### src/rtl/pipeline_hazard_ctrl_pkg.sv
// Shared MIPS pipeline constants and controller state type, used by the
// hazard controller and the pipeline registers it steers.
package mips_pipe_pkg;
  localparam int REG_IDX_W = 5;
  localparam logic [REG_IDX_W-1:0] REG_ZERO = 5'd0;
  localparam logic [31:0] NOP_INSTR = 32'h0000_0000;

  typedef enum logic [0:0] {
    CTRL_RUN    = 1'b0,
    CTRL_MULDIV = 1'b1
  } ctrl_state_e;
endpackage

### src/rtl/pipeline_hazard_ctrl_if.sv
// Hazard-controller bundle: ID/EX/MEM hazard inputs from the pipeline and the
// stall/flush controls returned to it. master = pipeline side, slave = controller.
interface pipeline_hazard_ctrl_if #(
  parameter int STALL_CNT_W = 16
);
  import mips_pipe_pkg::*;

  logic [REG_IDX_W-1:0]   id_rs;
  logic [REG_IDX_W-1:0]   id_rt;
  logic                   id_uses_rs;
  logic                   id_uses_rt;
  logic                   id_muldiv;
  logic [REG_IDX_W-1:0]   ex_writereg;
  logic                   ex_regwrite;
  logic                   ex_memread;
  logic [REG_IDX_W-1:0]   mem_writereg;
  logic                   mem_regwrite;
  logic                   ex_branch_taken;
  logic                   pc_write_en;
  logic                   ifid_write_en;
  logic                   ifid_flush;
  logic                   idex_bubble;
  logic                   idex_hold;
  logic                   muldiv_busy;
  logic [STALL_CNT_W-1:0] stall_count;

  modport master (
    output id_rs, id_rt, id_uses_rs, id_uses_rt, id_muldiv,
    output ex_writereg, ex_regwrite, ex_memread,
    output mem_writereg, mem_regwrite, ex_branch_taken,
    input  pc_write_en, ifid_write_en, ifid_flush, idex_bubble,
    input  idex_hold, muldiv_busy, stall_count
  );

  modport slave (
    input  id_rs, id_rt, id_uses_rs, id_uses_rt, id_muldiv,
    input  ex_writereg, ex_regwrite, ex_memread,
    input  mem_writereg, mem_regwrite, ex_branch_taken,
    output pc_write_en, ifid_write_en, ifid_flush, idex_bubble,
    output idex_hold, muldiv_busy, stall_count
  );
endinterface

### src/rtl/pipeline_hazard_ctrl_hazard_match.sv
// One source/destination register comparator; $0 is hard-wired and never hazards.
module hazard_match
  import mips_pipe_pkg::*;
(
  input  logic                 uses,
  input  logic [REG_IDX_W-1:0] src,
  input  logic [REG_IDX_W-1:0] dst,
  input  logic                 regwrite,
  output logic                 match
);
  assign match = uses & regwrite & (src == dst) & (src != REG_ZERO);
endmodule

### src/rtl/pipeline_hazard_ctrl.sv
// Stall/flush controller for the 5-stage MIPS pipeline. Define FORWARDING_EN when
// the datapath has EX/MEM->EX forwarding (only load-use then stalls).
module pipeline_hazard_ctrl
  import mips_pipe_pkg::*;
#(
  parameter int MULDIV_LAT  = 32,
  parameter int STALL_CNT_W = 16
) (
  input  logic                  clk,
  input  logic                  reset,
  pipeline_hazard_ctrl_if.slave hz
);
  localparam int CNT_W = $clog2(MULDIV_LAT);
  localparam logic [0:0] RUN    = CTRL_RUN;
  localparam logic [0:0] MULDIV = CTRL_MULDIV;

  logic [0:0]             state;
  logic [CNT_W-1:0]       md_cnt;
  logic [STALL_CNT_W-1:0] stall_cnt;
  logic                   m_rs_ex, m_rt_ex, raw_stall, start_md;
  logic                   pc_we, ifid_we, flush, bubble, hold, busy;

  hazard_match u_rs_ex (.uses(hz.id_uses_rs), .src(hz.id_rs), .dst(hz.ex_writereg),
                        .regwrite(hz.ex_regwrite), .match(m_rs_ex));
  hazard_match u_rt_ex (.uses(hz.id_uses_rt), .src(hz.id_rt), .dst(hz.ex_writereg),
                        .regwrite(hz.ex_regwrite), .match(m_rt_ex));

`ifdef FORWARDING_EN
  assign raw_stall = (m_rs_ex | m_rt_ex) & hz.ex_memread;
`else
  logic m_rs_mem, m_rt_mem;
  hazard_match u_rs_mem (.uses(hz.id_uses_rs), .src(hz.id_rs), .dst(hz.mem_writereg),
                         .regwrite(hz.mem_regwrite), .match(m_rs_mem));
  hazard_match u_rt_mem (.uses(hz.id_uses_rt), .src(hz.id_rt), .dst(hz.mem_writereg),
                         .regwrite(hz.mem_regwrite), .match(m_rt_mem));
  // WB writes in the first half-cycle, so only EX and MEM destinations can hazard.
  assign raw_stall = m_rs_ex | m_rt_ex | m_rs_mem | m_rt_mem;
`endif

  always_comb begin
    pc_we    = 1'b1;
    ifid_we  = 1'b1;
    flush    = 1'b0;
    bubble   = 1'b0;
    hold     = 1'b0;
    busy     = 1'b0;
    start_md = 1'b0;
    if (reset) begin
      pc_we   = 1'b0;
      ifid_we = 1'b0;
      flush   = 1'b1;
      bubble  = 1'b1;
    end else if (state == MULDIV) begin
      // EX holds the multi-cycle op, so a branch cannot resolve here.
      busy    = 1'b1;
      pc_we   = 1'b0;
      ifid_we = 1'b0;
      hold    = 1'b1;
    end else if (hz.ex_branch_taken) begin
      flush  = 1'b1;
      bubble = 1'b1;
    end else if (raw_stall) begin
      pc_we   = 1'b0;
      ifid_we = 1'b0;
      bubble  = 1'b1;
    end else if (hz.id_muldiv) begin
      start_md = 1'b1;
    end
  end

  always_ff @(posedge clk) begin
    if (reset) begin
      state     <= RUN;
      md_cnt    <= '0;
      stall_cnt <= '0;
    end else begin
      if (!pc_we && stall_cnt != '1) stall_cnt <= stall_cnt + STALL_CNT_W'(1);
      if (state == MULDIV) begin
        md_cnt <= md_cnt - CNT_W'(1);
        if (md_cnt == CNT_W'(1)) state <= RUN;
      end else if (start_md) begin
        state  <= MULDIV;
        md_cnt <= CNT_W'(MULDIV_LAT - 1);
      end
    end
  end

  assign hz.pc_write_en   = pc_we;
  assign hz.ifid_write_en = ifid_we;
  assign hz.ifid_flush    = flush;
  assign hz.idex_bubble   = bubble;
  assign hz.idex_hold     = hold;
  assign hz.muldiv_busy   = busy;
  assign hz.stall_count   = stall_cnt;
endmodule
### src/flat_wrapper.sv
// flat-port wrapper written by rule: the top's interface ports become plain ports
module pipeline_hazard_ctrl_flat import mips_pipe_pkg::*;
#(
  parameter int MULDIV_LAT  = 32,
  parameter int STALL_CNT_W = 16
)
  (clk, reset, hz_id_rs, hz_id_rt, hz_id_uses_rs, hz_id_uses_rt, hz_id_muldiv, hz_ex_writereg, hz_ex_regwrite, hz_ex_memread, hz_mem_writereg, hz_mem_regwrite, hz_ex_branch_taken, hz_pc_write_en, hz_ifid_write_en, hz_ifid_flush, hz_idex_bubble, hz_idex_hold, hz_muldiv_busy, hz_stall_count);
  pipeline_hazard_ctrl_if #(.STALL_CNT_W(STALL_CNT_W)) hz_i ();
  input  logic clk;
  input  logic reset;
  input wire logic [$bits(hz_i.id_rs)-1:0] hz_id_rs;
  input wire logic [$bits(hz_i.id_rt)-1:0] hz_id_rt;
  input wire logic [$bits(hz_i.id_uses_rs)-1:0] hz_id_uses_rs;
  input wire logic [$bits(hz_i.id_uses_rt)-1:0] hz_id_uses_rt;
  input wire logic [$bits(hz_i.id_muldiv)-1:0] hz_id_muldiv;
  input wire logic [$bits(hz_i.ex_writereg)-1:0] hz_ex_writereg;
  input wire logic [$bits(hz_i.ex_regwrite)-1:0] hz_ex_regwrite;
  input wire logic [$bits(hz_i.ex_memread)-1:0] hz_ex_memread;
  input wire logic [$bits(hz_i.mem_writereg)-1:0] hz_mem_writereg;
  input wire logic [$bits(hz_i.mem_regwrite)-1:0] hz_mem_regwrite;
  input wire logic [$bits(hz_i.ex_branch_taken)-1:0] hz_ex_branch_taken;
  output wire logic [$bits(hz_i.pc_write_en)-1:0] hz_pc_write_en;
  output wire logic [$bits(hz_i.ifid_write_en)-1:0] hz_ifid_write_en;
  output wire logic [$bits(hz_i.ifid_flush)-1:0] hz_ifid_flush;
  output wire logic [$bits(hz_i.idex_bubble)-1:0] hz_idex_bubble;
  output wire logic [$bits(hz_i.idex_hold)-1:0] hz_idex_hold;
  output wire logic [$bits(hz_i.muldiv_busy)-1:0] hz_muldiv_busy;
  output wire logic [$bits(hz_i.stall_count)-1:0] hz_stall_count;
  assign hz_i.id_rs = hz_id_rs;
  assign hz_i.id_rt = hz_id_rt;
  assign hz_i.id_uses_rs = hz_id_uses_rs;
  assign hz_i.id_uses_rt = hz_id_uses_rt;
  assign hz_i.id_muldiv = hz_id_muldiv;
  assign hz_i.ex_writereg = hz_ex_writereg;
  assign hz_i.ex_regwrite = hz_ex_regwrite;
  assign hz_i.ex_memread = hz_ex_memread;
  assign hz_i.mem_writereg = hz_mem_writereg;
  assign hz_i.mem_regwrite = hz_mem_regwrite;
  assign hz_i.ex_branch_taken = hz_ex_branch_taken;
  assign hz_pc_write_en = hz_i.pc_write_en;
  assign hz_ifid_write_en = hz_i.ifid_write_en;
  assign hz_ifid_flush = hz_i.ifid_flush;
  assign hz_idex_bubble = hz_i.idex_bubble;
  assign hz_idex_hold = hz_i.idex_hold;
  assign hz_muldiv_busy = hz_i.muldiv_busy;
  assign hz_stall_count = hz_i.stall_count;
  pipeline_hazard_ctrl #(.MULDIV_LAT(MULDIV_LAT), .STALL_CNT_W(STALL_CNT_W)) u_core (.clk(clk), .reset(reset), .hz(hz_i));
endmodule
### config.mk
export PLATFORM = sky130hd
export DESIGN_NAME = pipeline_hazard_ctrl_flat
export DESIGN_NICKNAME = d
export VERILOG_FILES = /design/src/rtl/pipeline_hazard_ctrl_pkg.sv /design/src/rtl/pipeline_hazard_ctrl_if.sv /design/src/rtl/pipeline_hazard_ctrl_hazard_match.sv /design/src/rtl/pipeline_hazard_ctrl.sv /design/src/flat_wrapper.sv
export SDC_FILE = /design/constraint.sdc
export NUM_CORES = 1
export LEC_CHECK = 0
export CORE_MARGIN = 2
export CORE_UTILIZATION = 44
export DETAILED_ROUTE_END_ITERATION = 10
export PLACE_DENSITY = 0.88
export SLEW_MARGIN = 20
export SYNTH_ARGS = -nofsm -noshare
export SYNTH_HDL_FRONTEND = slang
export SYNTH_SLANG_ARGS = --single-unit
export TNS_END_PERCENT = 50
### constraint.sdc
create_clock -name clk -period 3.85 [get_ports clk]
set_input_delay 1.155 -clock clk [delete_from_list [all_inputs] [get_ports clk]]
set_output_delay 1.155 -clock clk [all_outputs]
set_load 0.02 [all_outputs]
==> flow_summary.toml <==
[sta]
layout_min_cycle_time_ps = 3720
slew_headroom_pct = 79.6
setup_viol = 0
slew_viol_final = 0
clock_skew_ps = 3.06
post-route-period-util_pct = 96.7
worst_pin_slew_ps = 304
hold_viol_final = 0
timing.fmax_mhz = 269
rsz0062_at_grt = "no"
hold_ws_ps = 515
finalWorstSetupSlack_ps = 128

[floorplan]
io_pins = 51
start_util_pct = 46.1
core_area_um2 = 3030
fp.dieW_um = 60.3
die-area_um2 = 3640
rows = 20
die_h_um = 60.3

[place]
port_buffers = 49
dp_hpwl_mm = 2.65
gp_congestion = 0.839
dpl_worst_slack_ps = -592

[setup_path]
crit_type = "in -> out"
reg2regPathDepth = 6
rrSetupSlack_ps = 1860
crit_path_max_fanout = 3
arrival_ps = 2570
critPathLaunchType = "primary input"
crit_required_ps = 2690
rr_startpoint = "u_core.hz.stall_count[0]"
endpoint_kind = "primary output"
reg2reg_to = "u_core.hz.stall_count[14]"

[synth]
synth_edf_count = 0
ys_ff_latch = 22
netlist_area_um2 = 1400
postSynthCellCount = 171
ys_seq_area_share_pct = 31.6
yosysWarnings = 0
ys_types = 38
synth.area.top_cells = "dfxtp_1 32%, xnor2_1 13%, a21oi_1 6.1%, or3_1 4.9%, nand4_1 4.0%"
async_flop_share_pct = 0
synth_top_area_share_pct = 31.6
synth.largest_area_cell = "dfxtp_1"
post_synth.cell_area_avg_um2 = 8.16
syn_nets = 203
synthFlopType = "dfxtp_1"

[global_route]
first_global_vias = 1332
grt_overflow = 0
grt_usage_pct = 20.4
antenna_found_initial = 0
grt_pass1_wl_mm = 5.67
grt_max_degree = 29

[hold_path]
hp-class = "reg -> reg"
min_to = "u_core.hz.stall_count[9]"
hold_depth = 2
worstHoldStart = "u_core.hz.stall_count[9]"

[clock_network]
cts.sinks = 22
clk_path_buf_depth = 2
htree_levels = 1
cts_tree = "yes"
path_clk_slew_ps = 110
cts_buffers = 3
root_buffer = "clkbuf_4"
clk_latency_ps = 300

[detailed_routing]
routed_via_density = 5.45
ant_nets = 0
drtIter0Drc = 58
routedWlPerCell_um = 13.7
dr.pass1.iters = 4
vias = 1451
finalWirelength_mm = 3.66
drc = 0

[pwr]
ir_drop_mv = 0.214
p_per_area_nw_per_um2 = 256
leakagePower_uw = 0.000727

[job]
maxCapViolCount = 0

[layout]
area_growth_pct = 40.4
final_nets = 256
drive_above_1_share_pct = 10.4
fin_util_pct = 64.7
n_antenna_cell = 0

[run_status]
status = "complete, no violations"
power by group:
group	internal (uW)	total [uW]	switching (uW)	leakage [uW]
registers	239	253	13.6	0.000179
clock network	36.5	103	66.3	0.0000138
logic	73.5	145	72.0	0.000534
total	349	501	152	0.000727
area by class of cell:
| type | instances | area [um^2] |
|---|---|---|
| Fill cell | 273 | 1070 |
| Multi-Input combinational cell | 135 | 893 |
| Timing Repair Buffer | 58 | 533 |
| Sequential cell | 22 | 440 |
| Tap cell | 44 | 55.1 |
| Clock buffer | 3 | 22.5 |
| Inverter | 4 | 15.0 |
timing repair:
item                       CTS  global route
hold buffers                 0             0
setup buffers                1             1
cloned                       0             0
setup endpoints to repair    3             3
pin swaps                    8             7
gates resized for setup     31            12
cells in the mapped netlist (all sizes together) (3+ instances only):
cell	instances
nand4	9
ha	3
buf	6
or4	4
nand3	7
or3	11
o31ai	4
nor2	10
inv	4
a21oi	17
dfxtp	22
o21ai	11
o22ai	3
a21o	3
nand2	12
clkbuf	4
xnor2	21
state kept, by name, indices dropped and copies added (netlist names):
signal / flops
u_core.md_cnt: 5
u_core.state: 1
u_core.hz.stall_count: 16
routing by layer:
metal / global-route usage (%) / wire length (um) / vias to the layer above
li1: - / - / 730
met1: 24.6 / 1600 / 671
met2: 37.4 / 1770 / 48
met3: 4.55 / 273 / 2
met4: 2.86 / 14 / 0
met5: 0 / 0 / -
worst max-delay path: stages:
cell and delay [ps]:
clkbuf_2 90, or4_1 510, o21a_1 190, a32oi_2 190, nor2b_4 190, o21bai_1 70
buf_4 160
worst max-delay path by stage:
stage                start  slack, ps             end  cells after the start
6_report       hz_id_rt[0]        130  hz_idex_bubble                      7
4_1_cts        hz_id_rt[3]        0.6  hz_idex_bubble                      7
3_5_place_dp   hz_id_rt[0]       -590  hz_idex_bubble                      7
5_1_grt        hz_id_rt[0]         50  hz_idex_bubble                      7
3_3_place_gp   hz_id_rt[0]       -600  hz_idex_bubble                      7
2_1_floorplan  hz_id_rt[0]        200  hz_pc_write_en                      5
stage by stage:
step	setup TNS, ps	power, uW	area, um^2	instances
2_1_floorplan	0	343	1400	171
3_3_place_gp	-1720	403	1930	261
3_5_place_dp	-1720	407	1930	261
4_1_cts	0	503	1940	265
5_1_grt	0	530	1960	266
6_report	0	501	1960	266
cell families after synthesis:
| kind of cell | share of synthesized area (%) |
|---|---|
| simple gates | 23.3 |
| compound gates | 21.9 |
| xor+xnor | 14.4 |
| flops | 31.6 |
| buf+inv | 5.38 |
| fa+ha+maj | 2.69 |
| mux | 0.718 |
cells in the final DEF, fill, tap and decap left out, types with 2 or more instances in the layout:
| cell type | count |
|---|---|
| a21o_1 | 3 |
| a21oi_1 | 17 |
| buf_2 | 2 |
| buf_4 | 10 |
| clkbuf_2 | 3 |
| clkbuf_4 | 3 |
| clkdlybuf4s50_1 | 26 |
| dfxtp_1 | 22 |
| dlygate4sd2_1 | 10 |
| dlymetal6s2s_1 | 6 |
| ha_1 | 3 |
| inv_1 | 4 |
| nand2_1 | 12 |
| nand3_1 | 7 |
| nand4_1 | 9 |
| nor2_1 | 10 |
| nor3_1 | 2 |
| o21a_1 | 2 |
| o21ai_0 | 3 |
| o21ai_1 | 8 |
| o22ai_2 | 2 |
| o31ai_1 | 4 |
| or3_1 | 11 |
| or4_1 | 4 |
| xnor2_1 | 21 |
| xor2_1 | 2 |
(Power assumes the default switching activity.)
